===== src/rtl/user_id_auth.sv =====
// Keypad user-ID assembler and authoriser: shifts in NUM_DIGITS digits, matches against USER_TABLE, holds a grant until logout.
// Optional lockout after MAX_FAIL consecutive rejects is built when USER_ID_LOCKOUT_EN is defined.
module user_id_auth #(
    parameter int DIGIT_W     = 4,
    parameter int NUM_DIGITS  = 4,
    parameter int NUM_USERS   = 4,
    parameter logic [NUM_USERS*DIGIT_W*NUM_DIGITS-1:0] USER_TABLE = 64'h1234_5678_ABC1_9999,
    parameter int MAX_FAIL    = 3,
    parameter int LOCK_CYCLES = 16,
    localparam int ID_W       = DIGIT_W * NUM_DIGITS,
    localparam int IDX_W      = (NUM_USERS > 1) ? $clog2(NUM_USERS) : 1
) (
    input  logic               clk,
    input  logic               rst,
    input  logic               load_input,
    input  logic [DIGIT_W-1:0] id_input,
    input  logic               logout,
    output logic [ID_W-1:0]    id_output,
    output logic               user_allow,
    output logic [IDX_W-1:0]   user_seg,
    output logic               id_fail,
    output logic               locked
);

    localparam int CNT_W = $clog2(NUM_DIGITS + 1);

    typedef enum logic [1:0] {
        ST_ENTRY,
        ST_CHECK,
        ST_GRANTED
`ifdef USER_ID_LOCKOUT_EN
        , ST_LOCKED
`endif
    } state_t;

    state_t             state_q, state_d;
    logic               load_q;
    logic               arm_q, arm_d;
    logic [CNT_W-1:0]   cnt_q, cnt_d;
    logic [ID_W-1:0]    id_q, id_d, id_shift;
    logic               allow_q, allow_d;
    logic [IDX_W-1:0]   seg_q, seg_d;
    logic               fail_q, fail_d;
    logic [NUM_USERS-1:0] match;
    logic [IDX_W-1:0]   match_idx;
    logic               accept;

`ifdef USER_ID_LOCKOUT_EN
    localparam int FAIL_W = $clog2(MAX_FAIL + 1);
    localparam int TMR_W  = $clog2(LOCK_CYCLES + 1);
    logic [FAIL_W-1:0]  fail_cnt_q, fail_cnt_d;
    logic [TMR_W-1:0]   timer_q, timer_d;
`else
    logic unused_cfg;
    assign unused_cfg = (MAX_FAIL + LOCK_CYCLES) != 0;
`endif

    generate
        if (NUM_DIGITS > 1) begin : g_shift
            assign id_shift = {id_q[ID_W-DIGIT_W-1:0], id_input};
        end else begin : g_shift_single
            assign id_shift = id_input;
        end
        for (genvar gi = 0; gi < NUM_USERS; gi++) begin : g_match
            assign match[gi] = (id_q == USER_TABLE[gi*ID_W +: ID_W]);
        end
    endgenerate

    // Descending scan so the lowest matching index is the one kept.
    always_comb begin
        match_idx = '0;
        for (int k = NUM_USERS - 1; k >= 0; k--) begin
            if (match[k]) match_idx = IDX_W'(k);
        end
    end

    // arm_q blocks a strobe that was already high when reset released.
    assign arm_d  = arm_q | ~load_input;
    assign accept = load_input & ~load_q & arm_q & (state_q == ST_ENTRY);

    always_comb begin
        state_d = state_q;
        cnt_d   = cnt_q;
        id_d    = id_q;
        allow_d = allow_q;
        seg_d   = seg_q;
        fail_d  = 1'b0;
`ifdef USER_ID_LOCKOUT_EN
        fail_cnt_d = fail_cnt_q;
        timer_d    = timer_q;
`endif
        case (state_q)
            ST_ENTRY: begin
                if (logout) begin
                    cnt_d = '0;
                    id_d  = '0;
                end else if (accept) begin
                    id_d = id_shift;
                    if (cnt_q == CNT_W'(NUM_DIGITS - 1)) begin
                        cnt_d   = '0;
                        state_d = ST_CHECK;
                    end else begin
                        cnt_d = cnt_q + CNT_W'(1);
                    end
                end
            end
            ST_CHECK: begin
                if (|match) begin
                    state_d = ST_GRANTED;
                    allow_d = 1'b1;
                    seg_d   = match_idx;
`ifdef USER_ID_LOCKOUT_EN
                    fail_cnt_d = '0;
`endif
                end else begin
                    state_d = ST_ENTRY;
                    fail_d  = 1'b1;
                    id_d    = '0;
`ifdef USER_ID_LOCKOUT_EN
                    if (fail_cnt_q >= FAIL_W'(MAX_FAIL - 1)) begin
                        fail_cnt_d = FAIL_W'(MAX_FAIL);
                        timer_d    = TMR_W'(LOCK_CYCLES - 1);
                        state_d    = ST_LOCKED;
                    end else begin
                        fail_cnt_d = fail_cnt_q + FAIL_W'(1);
                    end
`endif
                end
            end
            ST_GRANTED: begin
                if (logout) begin
                    state_d = ST_ENTRY;
                    id_d    = '0;
                    allow_d = 1'b0;
                    seg_d   = '0;
                end
            end
`ifdef USER_ID_LOCKOUT_EN
            ST_LOCKED: begin
                if (timer_q == '0) begin
                    state_d    = ST_ENTRY;
                    fail_cnt_d = '0;
                end else begin
                    timer_d = timer_q - TMR_W'(1);
                end
            end
`endif
            default: state_d = ST_ENTRY;
        endcase
    end

    always_ff @(posedge clk or posedge rst) begin
        if (rst) begin
            state_q <= ST_ENTRY;
            load_q  <= 1'b0;
            arm_q   <= 1'b0;
            cnt_q   <= '0;
            id_q    <= '0;
            allow_q <= 1'b0;
            seg_q   <= '0;
            fail_q  <= 1'b0;
        end else begin
            state_q <= state_d;
            load_q  <= load_input;
            arm_q   <= arm_d;
            cnt_q   <= cnt_d;
            id_q    <= id_d;
            allow_q <= allow_d;
            seg_q   <= seg_d;
            fail_q  <= fail_d;
        end
    end

`ifdef USER_ID_LOCKOUT_EN
    always_ff @(posedge clk or posedge rst) begin
        if (rst) begin
            fail_cnt_q <= '0;
            timer_q    <= '0;
        end else begin
            fail_cnt_q <= fail_cnt_d;
            timer_q    <= timer_d;
        end
    end
    assign locked = (state_q == ST_LOCKED);
`else
    assign locked = 1'b0;
`endif

    assign id_output  = id_q;
    assign user_allow = allow_q;
    assign user_seg   = seg_q;
    assign id_fail    = fail_q;

endmodule

===== config.mk =====
export PLATFORM = sky130hd
export DESIGN_NAME = user_id_auth
export DESIGN_NICKNAME = d
export VERILOG_FILES = /design/src/rtl/user_id_auth.sv
export SDC_FILE = /design/constraint.sdc
export NUM_CORES = 1
export LEC_CHECK = 0
export ABC_AREA = 1
export CORE_ASPECT_RATIO = 0.7
export CORE_MARGIN = 8
export CORE_UTILIZATION = 40
export DETAILED_ROUTE_END_ITERATION = 8
export SYNTH_ARGS = -nofsm -noshare
export SYNTH_HDL_FRONTEND = slang
export SYNTH_SLANG_ARGS = --single-unit

===== constraint.sdc =====
create_clock -name clk -period 1.85 [get_ports clk]
set_clock_uncertainty 0.1 [all_clocks]
set_input_delay 0.37 -clock clk [delete_from_list [all_inputs] [get_ports clk]]
set_output_delay 0.37 -clock clk [all_outputs]
set_load 0.01 [all_outputs]

After elaboration in Yosys (flattened, before gate mapping)
Index checks and enable logic that the tools add are counted.
W data, S select, Z words.
{ "word_totals": {"latchBits": 0, "output_inout_bits": 21, "in_bits": 8, "n_memories": 0, "reg_bits": 27, "rom_bits": 0, "mem_bits_rw": 0, "elab_cells": 63} }
{ "op_classes": {"n_addsub": 1, "n_bitwise": 6, "muxes": 25, "n_reduce_logical": 9, "n_eq_ne": 14, "magnitude_cmp": 0, "n_shift": 0, "multipliers": 0, "div": 0} }
{ "ops": {"columns": ["operator", "count"], "rows": [
  ["$mux W16", 4],
  ["$pmux W16 S3", 1],
  ["$eq A16 B16 Y1 const B", 2],
  ["$mux W2", 10],
  ["$eq A16 B13 Y1 const B", 1],
  ["$eq A16 B15 Y1 const B", 1],
  ["$ne A2 B2 Y1 const B", 5],
  ["$mux W3", 3],
  ["$reduce_and A4 Y1", 2],
  ["$pmux W2 S3", 1],
  ["$mux W1", 4],
  ["$pmux W2 S2", 1],
  ["$reduce_bool A2 Y1", 2],
  ["$reduce_or A4 Y1", 1],
  ["$add A3 B1 Y3 const B", 1],
  ["$and A1 B1 Y1", 3],
  ["$eq A3 B2 Y1 const B", 1],
  ["$ne A3 B3 Y1 const B", 1],
  ["$reduce_and A3 Y1", 1],
  ["$reduce_bool A3 Y1", 1],
  ["$eq A2 B1 Y1 const B", 1],
  ["$eq A2 B2 Y1 const B", 1],
  ["$logic_not A2 Y1", 1],
  ["$ne A2 B1 Y1 const B", 1],
  ["4 further kinds", 5]
]} }

Longest topological paths before layout
{ "logic_depth": {"depth_word": 7, "depth_mapped": 12, "mapped_depth_nobuf": 11} }

Worst setup path before layout
OpenSTA, ideal clock, no wires.
{ "synth_path": {"kind": "reg2reg", "startpoint": "register state_q[0]", "endpoint": "register id_q[4], in the netlist id_output[4]", "setup_ns": 0.117, "n_path_buf": 1, "path_slack_ns": 0.185, "t_required_ns": 1.633, "arrival_ns": 1.448, "path_stages_with_launch": 11, "period_less_slack_ns": 1.665, "cell_sequence": "dfrtp_1 inv_1 ha_1 inv_2 nor2_2 nor2_2 nand2_1 o21ai_4 buf_4 nand3_1 nand2_1"} }
{ "synth_via": {"elab_chain_cells": 4, "elab_cells_between_ends": 10, "cone_classes": "eq/ne: 5; mux: 1; bitwise: 1; reduce/logical: 3"} }
{ "synth_lines": {"columns": ["item", "line_no", "text"], "rows": [
  ["start: declaration", "36", "state_t state_q, state_d;"],
  ["start signal: assignment", "163", "state_q <= state_d;"],
  ["$logic_not A2 Y1", "79, 92", null],
  ["$and A1 B1 Y1", "79", "assign accept = load_input & ~load_q & arm_q & (state_q == ST_ENTRY);"],
  ["$ne A3 B3 Y1 (no source line)", null, null],
  ["$reduce_and A4 Y1 (no source line)", null, null],
  ["end signal: assignment", "167", "id_q <= id_d;"],
  ["end: declaration", "40", "logic [ID_W-1:0] id_q, id_d, id_shift;"]
]} }
Parallel ways exist; a longest one is shown, timed or not.
A chain may end at the register's enable or synchronous reset.

Final worst setup path
{ "layout_path": {"startpoint": "register id_q[2], in the netlist id_output[2]", "endpoint": "output id_output[2]"} }
{ "layout_rtl": {"columns": ["item", "line_no", "text"], "rows": [
  ["end: declaration", "18", "output logic [ID_W-1:0] id_output,"]
]} }
No word-level cell between the ends.

==> results.cfg <==
[routing]
postRouteAntennaNets = 0
routedWlPerCell_um = 12.80
drc = 0
first_pass_iters = 4
wl_um = 4083
first_iter_violations = 105
via_count = 1516
viasPerCell = 4.752

[synth]
yosysSeqAreaShare_pct = 42.35
synth_commonest_cells = nand2_1 (70), nor2_1 (44), dfrtp_1 (27), nand3_1 (24), inv_1 (22)
synth_edf_count = 0
yosysMostFrequentCell = nand2_1
yosysUniqueCellTypes = 23
synth-seq-cells = 27
yosysTopAreaCell = dfrtp_1
avgSynthCellArea_sq_um = 7.028
ys_warn_count = 0
syn-cell-area_sq_um = 1595
ys_async_sr_fraction_pct = 100.0
synth_area_leaders = dfrtp_1 (42%), nand2_1 (16%), nor2_1 (10%), nand3_1 (7.5%), inv_1 (5.2%)
syn_nets = 239
syn_inst = 227
synth_top_area_share_pct = 42.35
synth_ff_type = dfrtp_1

[clock_tree]
cts.sinks = 27
cts_buffers = 3
clock_path_buffers = 2
cts_tree = built
clk_pin_slew_ns = 0.10
clkLatencyLatePin_ns = 0.28
post_cts_buffers = 0
cts_root_buf = clkbuf_8
hold_buffers = 0
cts_max_level = 1

[placed_design]
gp_congestion = 0.9074
portBuffers = 27
hpwl_um = 3162
dp.cells = 315

[timing]
min_period_over_period_pct = 96.84
min_period_ns = 1.792
setup_viol = 0
rsz0062_at_grt = no
clock.fmax_ghz = 0.5582
hold_violations = 0
slew_violations = 0

[final_layout]
antennaDiodeCount = 0
syn_to_final_growth_pct = 30.82
fillers = 400
multi_input_area_sq_um = 802.0
fin_cells = 319
regArea_sq_um = 679.4
drive_above_1_share_pct = 14.23
fin_util_pct = 53.86
nNetsFinal = 280

[die]
die_h_um = 68.84
coreArea_sq_um = 3875
design.die.area_sq_um = 6297
ioPinCount = 29
fp.dieW_um = 91.48
num_rows = 19
start_util_pct = 41.17

[setup_path]
cp.arrival_ns = 1.32
worstPathCellList = buf_4 > clkdlybuf4s50_1
start_kind = flip-flop
critical_path_class = reg -> out
crit_fanout = 4
slowest_stage = clkdlybuf4s50_1
cp-end-kind = output pin
cp-startpoint = id_output[2]$_DFFE_PP0P_
crit_path_max_incr_delay_ns = 0.53
required_ns = 1.38
reg2reg_depth = 9
r2r_start = id_output[5]$_DFFE_PP0P_

[pwr]
ir_drop_v = 0.0007320
p_leak_nw = 1.013
total_power_mw = 2.368
power_density_nw_per_um2 = 1135

[hold_path]
min_path_type = in -> async

[global_routing]
grt_pass1_wl_um = 6927
antenna_found_initial = 0
grt_max_degree = 28
grtUsageTotal_pct = 13.58
grt_pass1_vias = 1397
overflow = 0

[outcome]
outcome = complete, no violations

[flow_run]
maxCapViolations = 0
[logic make-up after synthesis]
kind of cell / share of synthesized area [%]
adder cells (fa/ha/maj): 3.137
flip-flops: 42.35
buffers and inverters: 8.235
other: 0.2351
AND/OR/NAND/NOR: 43.06
AO/OA/AOI/OAI: 2.981
[flip-flops by register name, summed over array words and instances, names as in the netlist]
register	flops
cnt_q	3
id_output	16
user_allow	1
user_seg	2
arm_q	1
id_fail	1
load_q	1
state_q	2
[per-layer routing]
metal  part of all wire [%]  up-vias  track usage (%)  wire length, um
li1                       -      791                -                -
met1                     53      687            19.23             2150
met2                     41       38            20.93             1694
met3                    5.8        0            3.784              237
met4                      0        0            1.217                0
met5                      0        -                0                0
[per-stage QoR]
stage	setup WS (ns)	setup TNS (ns)	instance area [sq um]	hold slack [ns]
5_1_grt	0.006596	0	2087	0.3993
3_3_place_gp	-0.06517	-0.9874	2023	0.3575
4_1_cts	0.02843	0	2071	0.3622
2_1_floorplan	0.1854	0	1595	0.3014
3_5_place_dp	-0.09987	-1.306	2023	0.3577
6_report	0.05838	0	2087	0.3351
[worst paths after layout]
kind,slack (ns),endpoint
worst min-delay path,0.34,id_output[1]$_DFFE_PP0P_
worst max-delay path,0.06,id_output[2]
max in group asynchronous,1.02,id_output[6]$_DFFE_PP0P_
worst min register to register,0.38,user_allow$_DFFE_PP0P_
min in group clk,0.38,user_allow$_DFFE_PP0P_
worst max register to register,0.16,id_output[6]$_DFFE_PP0P_
[repair_timing]
item / CTS / global route
gates cloned: 0 / 0
gates resized for setup: 1 / 5
endpoints found under the setup margin: 1 / 14
[power by group]
group | internal [mW] | switching (mW) | leakage, nW
logic | 0.521 | 0.659 | 0.635
clock network | 0.151 | 0.191 | 0.0255
registers | 0.719 | 0.126 | 0.352
total | 1.39 | 0.977 | 1.01
[final cells by class]
class	count	share of cell area, %
Multi-Input combinational cell	170	38.43
Sequential cell	27	32.55
Inverter	25	4.496
Clock inverter	1	0.2398
Timing Repair Buffer	41	19.18
Tap cell	52	3.118
Clock buffer	3	1.978
[layout by cell type, fill, tap and decap left out, types with 4 or more instances in the layout]
master           count
buf_4               12
clkdlybuf4s50_1     27
dfrtp_1             24
inv_1               22
nand2_1             70
nand3_1             24
nand4_1              8
nor2_1              43
nor2_2               4
[worst max-delay path, delay by kind of cell, from the launching register on]
family                 cells  cell delay, ns
buffers and inverters      2            0.67
DFF                        1            0.37
(Power assumes the default switching activity.)
